<file path="src/rtl/mem_responder.sv">
// -----------------------------------------------------------------------------
// mem_responder
//   Single-port word-organised memory that answers CPU byte, halfword and word
//   loads/stores after a configurable number of wait cycles. Sub-word stores
//   are done as read-modify-write (ACCESS reads the word, MERGE writes it back).
//
// Parameters
//   ADDR_W  : byte-address width; storage is 2**(ADDR_W-2) 32-bit words
//   LATENCY : wait cycles inserted before the access (0..15)
//
// Ports
//   clk     : clock, all logic on the rising edge
//   reset   : synchronous active-high reset (storage contents are kept)
//   req     : access request, only looked at while idle
//   we      : 1 = write, 0 = read
//   size    : 00 byte, 01 halfword, 10 word, 11 reserved
//   addr    : byte address (little-endian lanes, lane = addr[1:0])
//   wdata   : store data, right-justified for byte/halfword
//   rdata   : load data, zero-extended, 0 unless ready=1 and err=0
//   ready   : one-cycle completion pulse
//   busy    : high from acceptance up to and including the ready cycle
//   err     : one-cycle error pulse alongside ready
//
// Build option
//   MEM_RESPONDER_MISALIGN_EXC_EN : when defined, misaligned halfword/word
//   accesses and size=11 complete with err=1 and leave storage untouched.
//   When undefined, err is always 0, misaligned addresses are aligned down
//   and size=11 acts as a word access.
// -----------------------------------------------------------------------------
module mem_responder #(
    parameter int ADDR_W  = 8,
    parameter int LATENCY = 2
) (
    input  logic              clk,
    input  logic              reset,
    input  logic              req,
    input  logic              we,
    input  logic [1:0]        size,
    input  logic [ADDR_W-1:0] addr,
    input  logic [31:0]       wdata,
    output logic [31:0]       rdata,
    output logic              ready,
    output logic              busy,
    output logic              err
);

    localparam int DEPTH = 2 ** (ADDR_W - 2);
    // WAIT is entered with LATENCY-1 and left when the counter reaches zero.
    localparam logic [3:0] WAIT_INIT = (LATENCY > 0) ? 4'(LATENCY - 1) : 4'd0;

    typedef enum logic [2:0] {
        S_IDLE   = 3'd0,
        S_WAIT   = 3'd1,
        S_ACCESS = 3'd2,
        S_MERGE  = 3'd3,
        S_RESP   = 3'd4
    } state_t;

    state_t              state_r, state_nxt_s;
    logic [3:0]          cnt_r, cnt_nxt_s;
    logic                we_r;
    logic [1:0]          size_r;
    logic [ADDR_W-1:0]   addr_r;
    logic [31:0]         wdata_r;
    logic [31:0]         merge_r, merge_nxt_s;
    logic                ready_r, ready_nxt_s;
    logic                err_r, err_nxt_s;
    logic                busy_r, busy_nxt_s;
    logic [31:0]         rdata_r, rdata_nxt_s;
    logic                latch_s;
    logic                mem_we_s;
    logic [31:0]         mem_wdata_s;
    logic [31:0]         mem_r [DEPTH];
    logic [ADDR_W-3:0]   word_idx_s;
    logic [31:0]         rd_word_s;
    logic [4:0]          shift_s;
    logic                subword_s;
    logic                bad_s;

    // Bit offset of the addressed lane group; halfwords are aligned down to lane 0 or 2.
    function automatic logic [4:0] lane_shift(input logic [1:0] sz, input logic [1:0] lane);
        case (sz)
            2'b00:   lane_shift = {lane, 3'b000};
            2'b01:   lane_shift = {lane[1], 1'b0, 3'b000};
            default: lane_shift = 5'd0;
        endcase
    endfunction

    // Zero-extended load of the selected lanes.
    function automatic logic [31:0] load_lanes(input logic [31:0] word, input logic [1:0] sz,
                                               input logic [4:0] sh);
        logic [31:0] t;
        t = word >> sh;
        case (sz)
            2'b00:   load_lanes = {24'd0, t[7:0]};
            2'b01:   load_lanes = {16'd0, t[15:0]};
            default: load_lanes = word;
        endcase
    endfunction

    // Replace only the addressed lanes of old_word with the low bits of new_data.
    function automatic logic [31:0] merge_lanes(input logic [31:0] old_word, input logic [31:0] new_data,
                                                input logic [1:0] sz, input logic [4:0] sh);
        logic [31:0] mask;
        case (sz)
            2'b00:   mask = 32'h0000_00FF;
            2'b01:   mask = 32'h0000_FFFF;
            default: mask = 32'hFFFF_FFFF;
        endcase
        mask        = mask << sh;
        merge_lanes = (old_word & ~mask) | ((new_data << sh) & mask);
    endfunction

    assign word_idx_s = addr_r[ADDR_W-1:2];
    assign rd_word_s  = mem_r[word_idx_s];
    assign shift_s    = lane_shift(size_r, addr_r[1:0]);
    assign subword_s  = (size_r == 2'b00) || (size_r == 2'b01);

`ifdef MEM_RESPONDER_MISALIGN_EXC_EN
    assign bad_s = (size_r == 2'b11) ||
                   ((size_r == 2'b01) && addr_r[0]) ||
                   ((size_r == 2'b10) && (addr_r[1:0] != 2'b00));
`else
    assign bad_s = 1'b0;
`endif

    // Next-state and next-output logic for the access sequencer.
    always_comb begin
        state_nxt_s = state_r;
        cnt_nxt_s   = cnt_r;
        merge_nxt_s = merge_r;
        ready_nxt_s = 1'b0;
        err_nxt_s   = 1'b0;
        rdata_nxt_s = 32'd0;
        busy_nxt_s  = busy_r;
        latch_s     = 1'b0;
        mem_we_s    = 1'b0;
        mem_wdata_s = 32'd0;
        case (state_r)
            S_IDLE: begin
                if (req) begin
                    latch_s    = 1'b1;
                    busy_nxt_s = 1'b1;
                    if (LATENCY > 0) begin
                        state_nxt_s = S_WAIT;
                        cnt_nxt_s   = WAIT_INIT;
                    end else begin
                        state_nxt_s = S_ACCESS;
                    end
                end else begin
                    busy_nxt_s = 1'b0;
                end
            end
            S_WAIT: begin
                if (cnt_r == 4'd0) begin
                    state_nxt_s = S_ACCESS;
                end else begin
                    cnt_nxt_s = cnt_r - 4'd1;
                end
            end
            S_ACCESS: begin
                if (bad_s) begin
                    state_nxt_s = S_RESP;
                    ready_nxt_s = 1'b1;
                    err_nxt_s   = 1'b1;
                end else if (we_r && subword_s) begin
                    merge_nxt_s = rd_word_s;
                    state_nxt_s = S_MERGE;
                end else if (we_r) begin
                    mem_we_s    = 1'b1;
                    mem_wdata_s = wdata_r;
                    ready_nxt_s = 1'b1;
                    state_nxt_s = S_RESP;
                end else begin
                    rdata_nxt_s = load_lanes(rd_word_s, size_r, shift_s);
                    ready_nxt_s = 1'b1;
                    state_nxt_s = S_RESP;
                end
            end
            S_MERGE: begin
                mem_we_s    = 1'b1;
                mem_wdata_s = merge_lanes(merge_r, wdata_r, size_r, shift_s);
                ready_nxt_s = 1'b1;
                state_nxt_s = S_RESP;
            end
            S_RESP: begin
                // No acceptance here: a held req is taken at the next IDLE edge.
                busy_nxt_s  = 1'b0;
                state_nxt_s = S_IDLE;
            end
            default: begin
                busy_nxt_s  = 1'b0;
                state_nxt_s = S_IDLE;
            end
        endcase
    end

    // State, request capture and registered outputs.
    always_ff @(posedge clk) begin
        if (reset) begin
            state_r <= S_IDLE;
            cnt_r   <= 4'd0;
            merge_r <= 32'd0;
            ready_r <= 1'b0;
            err_r   <= 1'b0;
            busy_r  <= 1'b0;
            rdata_r <= 32'd0;
            we_r    <= 1'b0;
            size_r  <= 2'b00;
            addr_r  <= {ADDR_W{1'b0}};
            wdata_r <= 32'd0;
        end else begin
            state_r <= state_nxt_s;
            cnt_r   <= cnt_nxt_s;
            merge_r <= merge_nxt_s;
            ready_r <= ready_nxt_s;
            err_r   <= err_nxt_s;
            busy_r  <= busy_nxt_s;
            rdata_r <= rdata_nxt_s;
            if (latch_s) begin
                we_r    <= we;
                size_r  <= size;
                addr_r  <= addr;
                wdata_r <= wdata;
            end
        end
    end

    // Storage write port; a reset on the commit edge discards the write.
    always_ff @(posedge clk) begin
        if (mem_we_s && !reset) begin
            mem_r[word_idx_s] <= mem_wdata_s;
        end
    end

    assign rdata = rdata_r;
    assign ready = ready_r;
    assign busy  = busy_r;
    assign err   = err_r;

endmodule

</file>
<file path="config.mk">
export PLATFORM = sky130hd
export DESIGN_NAME = mem_responder
export DESIGN_NICKNAME = d
export VERILOG_FILES = /design/src/rtl/mem_responder.sv
export SDC_FILE = /design/constraint.sdc
export NUM_CORES = 2
export LEC_CHECK = 0
export ABC_AREA = 1
export CAP_MARGIN = 20
export CORE_MARGIN = 1.5
export CORE_UTILIZATION = 50
export DETAILED_ROUTE_END_ITERATION = 10
export PLACE_DENSITY_LB_ADDON = 0.1
export SETUP_SLACK_MARGIN = 0.2
export SLEW_MARGIN = 20
export SYNTH_ARGS = -nofsm -noshare
export SYNTH_HDL_FRONTEND = slang
export SYNTH_SLANG_ARGS = --single-unit
</file>
<file path="constraint.sdc">
create_clock -name clk -period 6.4 [get_ports clk]
set_input_delay 0.96 -clock clk [delete_from_list [all_inputs] [get_ports clk]]
set_output_delay 0.96 -clock clk [all_outputs]
set_load 0.02 [all_outputs]
</file>
# [Word-level counts from Yosys, hierarchy flattened]
# Memories as Yosys holds them, arrays and structs flattened. A register that Yosys moved wholly into a read port is not among the register bits.
# Index checks and enable logic that the tools add are counted.
[classes] add_sub_neg=1 n_mul=0 n_div=0 order_cmp=0 eq_ne=7 n_shift=3 mux=26 n_bitwise=5 n_reduce_logical=13
[ops] op="one-hot mux 32 bit (2 select lines)" n=3
[ops] op="two-way mux 32 bit" n=3
[ops] op="bitwise AND 32 bit" n=2
[ops] op="<< shifter 32 x 5 -> 32 bit" n=2
[ops] op="NOT 32 bit" n=1
[ops] op="OR 32 bit" n=1
[ops] op=">> shifter 32 x 5 -> 16 bit" n=1
[ops] op="two-way mux 6 bit" n=2
[ops] op="one-hot mux 3 bit (4 select lines)" n=1
[ops] op="one-hot mux 5 bit (2 select lines)" n=1
[ops] op="two-way mux 3 bit" n=3
[ops] op="two-way mux 4 bit" n=2
[ops] op="one-hot mux 4 bit (2 select lines)" n=1
[ops] op="two-way mux 1 bit" n=7
[ops] op="equality test 3 x 2 -> 1 bit, second input constant" n=2
[ops] op="inequality test 2 bit, second input constant" n=3
[ops] op="one-hot mux 1 bit (2 select lines)" n=3
[ops] op="zero test 4 bit" n=1
[ops] op="AND reduction 2 bit" n=2
[ops] op="OR reduction 4 bit" n=1
[ops] op="subtractor 4 x 1 -> 4 bit, second input constant" n=1
[ops] op="equality test 3 x 1 -> 1 bit, second input constant" n=1
[ops] op="zero test 3 bit" n=1
[ops] op="AND reduction 3 bit" n=1
[ops] op="other kinds (8)" n=9
[word_totals] reg_bits=116 latchBits=0 ram_bits=2048 rom_bits=0 inputBits=46 out_inout_bits=35 word_cells=66 mem_count=1
[mem_list] name="mem_r" depth=64 word_bits=32 read_ports=1 rd_ports_with_merged_regs=1 write_ports=1 line_no="73" rtl="logic [31:0] mem_r [DEPTH];"

# [Longest topological paths before layout]
[logic_depth] depth_word=8 ltp_mapped=16

# [Worst setup path after synthesis]
# OpenSTA, ideal clock, no wires.
[synth_path] path_kind="in2reg" start="input reset" end="memory mem_r[33][0], enable pin" setup_ps=502 arrival_ps=4656 t_required_ps=5898 setup_slack_ps=1243 path_stages=4 n_path_buf=1 cell_sequence="buf_2 > a21oi_4 > nand4_2 > nor4_1"
[synth_between] elab_chain_cells=4
[synth_lines] element="start, declared" line_no="35" rtl="input logic reset,"
[synth_lines] element="zero test 1 bit" line_no="231" rtl="if (mem_we_s && !reset) begin"
[synth_lines] element="logical AND 1 bit" line_no="231"
[synth_lines] element="two-way mux 1 bit" line_no="231"
[synth_lines] element="two-way mux 1 bit (implied by the code)" line_no="232" rtl="mem_r[word_idx_s] <= mem_wdata_s;"
[synth_lines] element="end, declared" line_no="73"
# Every way passes these cells.

# [Worst setup path in the final report]
[layout_path] start="register size_r[1]" end="memory mem_r[11][7], data pin"
[layout_between] elab_chain_cells=8 word_cells_on_any_way=15
[layout_lines] element="start, declared" line_no="62" rtl="logic [1:0] size_r;"
[layout_lines] element="start signal, assigned" line_no="222" rtl="size_r <= size;"
[layout_lines] element="equality test 2 x 1 -> 1 bit / zero test 2 bit (equally long branches)" line_no="82, 105, 117"
[layout_lines] element="one-hot mux 32 bit (2 select lines)" line_no="105" rtl="case (sz)"
[layout_lines] element="two-way mux 32 bit" line_no="139" rtl="case (state_r)"
[layout_lines] element="<< shifter 32 x 5 -> 32 bit" line_no="110" rtl="mask = mask << sh;"
[layout_lines] element="NOT 32 bit" line_no="111" rtl="merge_lanes = (old_word & ~mask) | ((new_data << sh) & mask);"
[layout_lines] element="bitwise AND 32 bit" line_no="111"
[layout_lines] element="OR 32 bit" line_no="111"
[layout_lines] element="one-hot mux 32 bit (2 select lines) (*)" line_no="139"
[layout_lines] element="via mem_wdata_s[7]" line_no="72" rtl="logic [31:0] mem_wdata_s;"
# The timed path passes the listed nets; every way through them passes the cells marked *. The select of a mux whose other input is x is not followed.

==> key figures <==
Setup path
  • Source of the worst register-to-register timing path: size_r[1]
  • Critical path's largest stage delay: 1.04 ns
  • Cell count of the worst reg-to-reg path: 7
  • Capture point of the worst reg-to-reg path: mem_r[11][7]
  • Slowest library cell on the worst path: sky130_fd_sc_hd__o21ai_4
  • Critical path launch point type: register
  • Data required time of the critical path: 7.01 ns
  • Cell with the most instances on the worst path: sky130_fd_sc_hd__nand2_2
  • Nature of the critical path endpoint: register
  • Worst Setup Path Type: reg -> reg
  • Worst R2R Setup Slack: 2.06 ns
  • Arrival time reported for the critical path endpoint: 4.95 ns
  • Critical Path End: mem_r[11][7]
  • CP max FO: 33
  • Worst setup path startpoint: size_r[1]
  • Cells traversed along the worst timing path: nor2_1, nand2_2, nand2_2, inv_1, nand2_1, o21ai_4, buf_4

Final layout
  • Non-Filler Instances: 9864
  • Number of diodes: 0
  • Total area of multi-input combinational cells: 21310 sq um
  • Total area of sequential cells: 63960 sq um
  • Fraction of layout instances using a drive strength above 1: 7.826%
  • Most common cell after layout, fill and taps aside: sky130_fd_sc_hd__nand2_1
  • Fin nets: 7406
  • Area growth from synthesis to layout: 12.58%
  • Fillcell total: 14360
  • Commonest cells after routing, fill and taps aside: sky130_fd_sc_hd__nand2_1, sky130_fd_sc_hd__edfxtp_1, sky130_fd_sc_hd__nand3_1

Floorplan
  • Die width: 420.5 microns
  • Vertical die dimension: 420.5 microns
  • Core outline area: 173400 sq um
  • I/O pin cnt: 81
  • Cell row count: 153
  • Initial standard-cell utilization of the core: 50.24%
  • Die area: 176800 sq um

Clock tree
  • CTS tree: done
  • CTS Buf Count: 218
  • Root buffer cell: sky130_fd_sc_hd__clkbuf_16
  • Maximum clock path buffer count: 3
  • Quantity of gates resized following cts: 0
  • Clock transition at path regs: 0.06 ns
  • Number of sinks driven by the clock tree: 2170
  • Quantity of hold-fixing buffers added after cts: 0
  • Worst skew pair latency: 0.86 ns
  • H-tree levels: 4
  • Post-CTS Setup Inserts: 0

Timing
  • Post-layout min period: 4.344 ns
  • Relative max-transition margin: 22.59%
  • Unrepaired setup endpoints after global routing: no
  • Max-slew violation count: 0
  • Hold Violations, Final: 0
  • Count of final setup violators: 0
  • Worst Tran Pin Value: 1.157 ns
  • Fmax: 230.2 MHz
  • Worst setup margin: 2.056 ns
  • Aggregate negative setup slack: 0 ns
  • Worst setup skew after layout: 0.02375 ns
  • Final period util: 67.88%

Power
  • Power density cells: 370.3 nW/um^2
  • Switching share of power: 32.46%
  • Part of the power in combinational logic: 22.4%
  • Net switching power: 11.79 mW
  • Cell leakage power: 34.22 nW
  • Clock power frac: 34.2%
  • Sequential power share: 43.4%
  • IR drop worst, VDD: 0.3350 mV
  • Internal power component: 24.53 mW

Synthesis
  • Average instance area after synthesis: 11.82 sq um
  • Post-synthesis sequential element count: 2170
  • Multiplexer area fraction after synthesis: 0%
  • Main combinational cell family by area after synthesis: simple AND/OR/NAND/NOR gates
  • Primary flip-flop cell chosen by synthesis mapping: sky130_fd_sc_hd__edfxtp_1
  • Seq/Total Area, Yosys: 73.38%
  • Number of flops mapped to enable cells by yosys: 2048
  • Share of synthesized flip-flops with an asynchronous set or reset: 0%
  • Synth Instances: 7371
  • Post-synthesis share of cell area spent on xor and xnor gates: 0%
  • Complex-gate fraction of the synthesized area: 1.547%
  • Total number of yosys warnings: 0
  • Post-synth design cell area: 87130 sq um
  • Total nets after synthesis: 7419
  • Area fraction in and, or, nand and nor cells after synthesis: 21.87%
  • Synth Area in Adders: 0.02872%
  • Post-synth cell types: 37

Detailed routing
  • Post-DRT Antenna Nets: 0
  • Total wire length after detailed routing: 256700 microns
  • First drt pass iteration count: 6
  • Residual DRC: 0
  • DRC violation total after the first TritonRoute iteration: 6539
  • Vias: 57380
  • Per-cell routed wire length: 26.02 microns
  • Per-cell via count in the routed design: 5.817

Min path
  • Worst hold path depth: 2
  • Worst hold path type: reg -> reg

Global routing
  • Pin count of the biggest net entering global routing: 183
  • Antenna violations before repair: 5
  • Top Usage Layer GRT: met2
  • Met2 track demand over resource in global routing: 44.12%
  • Vias in the first global route: 53490
  • Met1 global-route usage: 41.27%
  • Met3 demand-to-capacity share in global routing: 5.078%
  • Global-route wire length before repair: 370800 microns
  • Remaining Overflow, GRT: 0
  • Global router's overall resource usage: 28.92%

Place
  • Post-Place Worst Slack: 2.051 ns
  • HPWL after detailed placement: 141400 microns
  • Number of placed instances, taps included: 9447
  • Gpl congestion: 0.9207
  • I/O Buffers: 79

Run status
  • Outcome: finished, final reports clean

Flow run
  • Maximum capacitance violations: 0
==> cell type report <==
type                       instances  area share, %
sequential                      2170          65.20
multi-input combinational       4638          21.72
clock buffer                     273          5.866
tap                             2325          2.966
timing repair buffer             251          2.747
clock inverter                   128          1.157
inverter                          79         0.3393
==> stage by stage <==
| stage | util [%] | hold slack, ns | total power, mW | cell area [sq um] |
|---|---|---|---|---|
| global placement | 52.23 | 0.4728 | 24.03 | 90590 |
| CTS | 56.33 | 0.4836 | 36.40 | 97700 |
| floorplan | - | 0.4392 | 21.03 | 87130 |
| detailed placement | 52.36 | 0.4698 | 24.09 | 90810 |
| finish | 56.56 | 0.4907 | 36.32 | 98090 |
| global route | 56.56 | 0.5294 | 37.64 | 98090 |
==> logic make-up (layout without fill, tap and decap cells) <==
logic type	after synthesis	after routing
adders and majority gates	2	2
and+or+nand+nor	4389	4389
other	1	1
AOI/OAI and AO/OA	246	246
DFF	2170	2170
buffers and inverters	563	731
==> how the worst min path moves through the flow <==
stage | startpoint | endpoint | slack, ns
floorplan | wdata_r[16] | wdata_r[16] | 0.44
global placement | size_r[0] | size_r[0] | 0.47
detailed placement | size_r[0] | size_r[0] | 0.47
CTS | size_r[0] | size_r[0] | 0.48
global route | size_r[0] | size_r[0] | 0.53
finish | size_r[0] | size_r[0] | 0.49
==> critical path: cells and delay by family, from the launching register on <==
family	cells	cell delay (ns)
and+or+nand+nor	4	1.40
AOI/OAI and AO/OA	1	1.04
buffers and inverters	2	0.97
DFF	1	0.56
==> sequential cells by signal, summed over array words and instances, names as in the netlist, named ones only <==
register / flops
busy: 1
rdata: 32
mem_r: 2048
cnt_r: 4
state_r: 3
we_r: 1
wdata_r: 32
ready: 1
addr_r: 8
merge_r: 32
size_r: 2
==> metal layers <==
| layer | vias to the layer above | part of all wire (%) |
|---|---|---|
| li1 | 26230 | - |
| met1 | 28470 | 42 |
| met2 | 2273 | 46 |
| met3 | 404 | 7.9 |
| met4 | 2 | 4.2 |
| met5 | - | 0.0051 |
==> synth_stat cells, types with 2 or more instances <==
cell	number	area (sq um)
sky130_fd_sc_hd__nand2_1	2252	8453
sky130_fd_sc_hd__edfxtp_1	2048	61500
sky130_fd_sc_hd__nand3_1	1998	10000
sky130_fd_sc_hd__buf_2	260	1301
sky130_fd_sc_hd__dfxtp_1	122	2442
sky130_fd_sc_hd__nor2_1	114	427.9
sky130_fd_sc_hd__o21ai_0	113	565.5
sky130_fd_sc_hd__clkbuf_1	100	375.4
sky130_fd_sc_hd__a21oi_1	84	420.4
sky130_fd_sc_hd__inv_1	73	274.0
sky130_fd_sc_hd__buf_4	71	533.0
sky130_fd_sc_hd__buf_1	46	172.7
sky130_fd_sc_hd__o22ai_1	17	106.4
sky130_fd_sc_hd__o221ai_1	8	70.07
sky130_fd_sc_hd__buf_6	7	78.83
sky130_fd_sc_hd__nor3_1	7	35.03
sky130_fd_sc_hd__nor4_1	6	37.54
sky130_fd_sc_hd__a31oi_1	5	31.28
sky130_fd_sc_hd__o21bai_1	5	37.54
sky130_fd_sc_hd__inv_2	4	15.01
sky130_fd_sc_hd__nand4_1	4	25.02
sky130_fd_sc_hd__a221oi_1	3	26.28
sky130_fd_sc_hd__nand2_2	3	18.77
sky130_fd_sc_hd__a2111oi_0	2	17.52
sky130_fd_sc_hd__a211oi_1	2	15.01
sky130_fd_sc_hd__ha_1	2	25.02
sky130_fd_sc_hd__nand4_2	2	25.02
sky130_fd_sc_hd__nor2_4	2	22.52
sky130_fd_sc_hd__o211ai_1	2	15.01
sky130_fd_sc_hd__o21ai_1	2	10.01
==> power groups by stage <==
| stage | sequential, mW | combinational (mW) | clock [mW] |
|---|---|---|---|
| floorplan | 15.9 | 5.11 | 0 |
| global placement | 16.1 | 7.96 | 0 |
| detailed placement | 16.1 | 8.03 | 0 |
| CTS | 15.8 | 8.05 | 12.6 |
| global route | 15.8 | 8.78 | 13.1 |
| finish | 15.8 | 8.13 | 12.4 |
No activity file was read; power rests on OpenSTA's default activity.
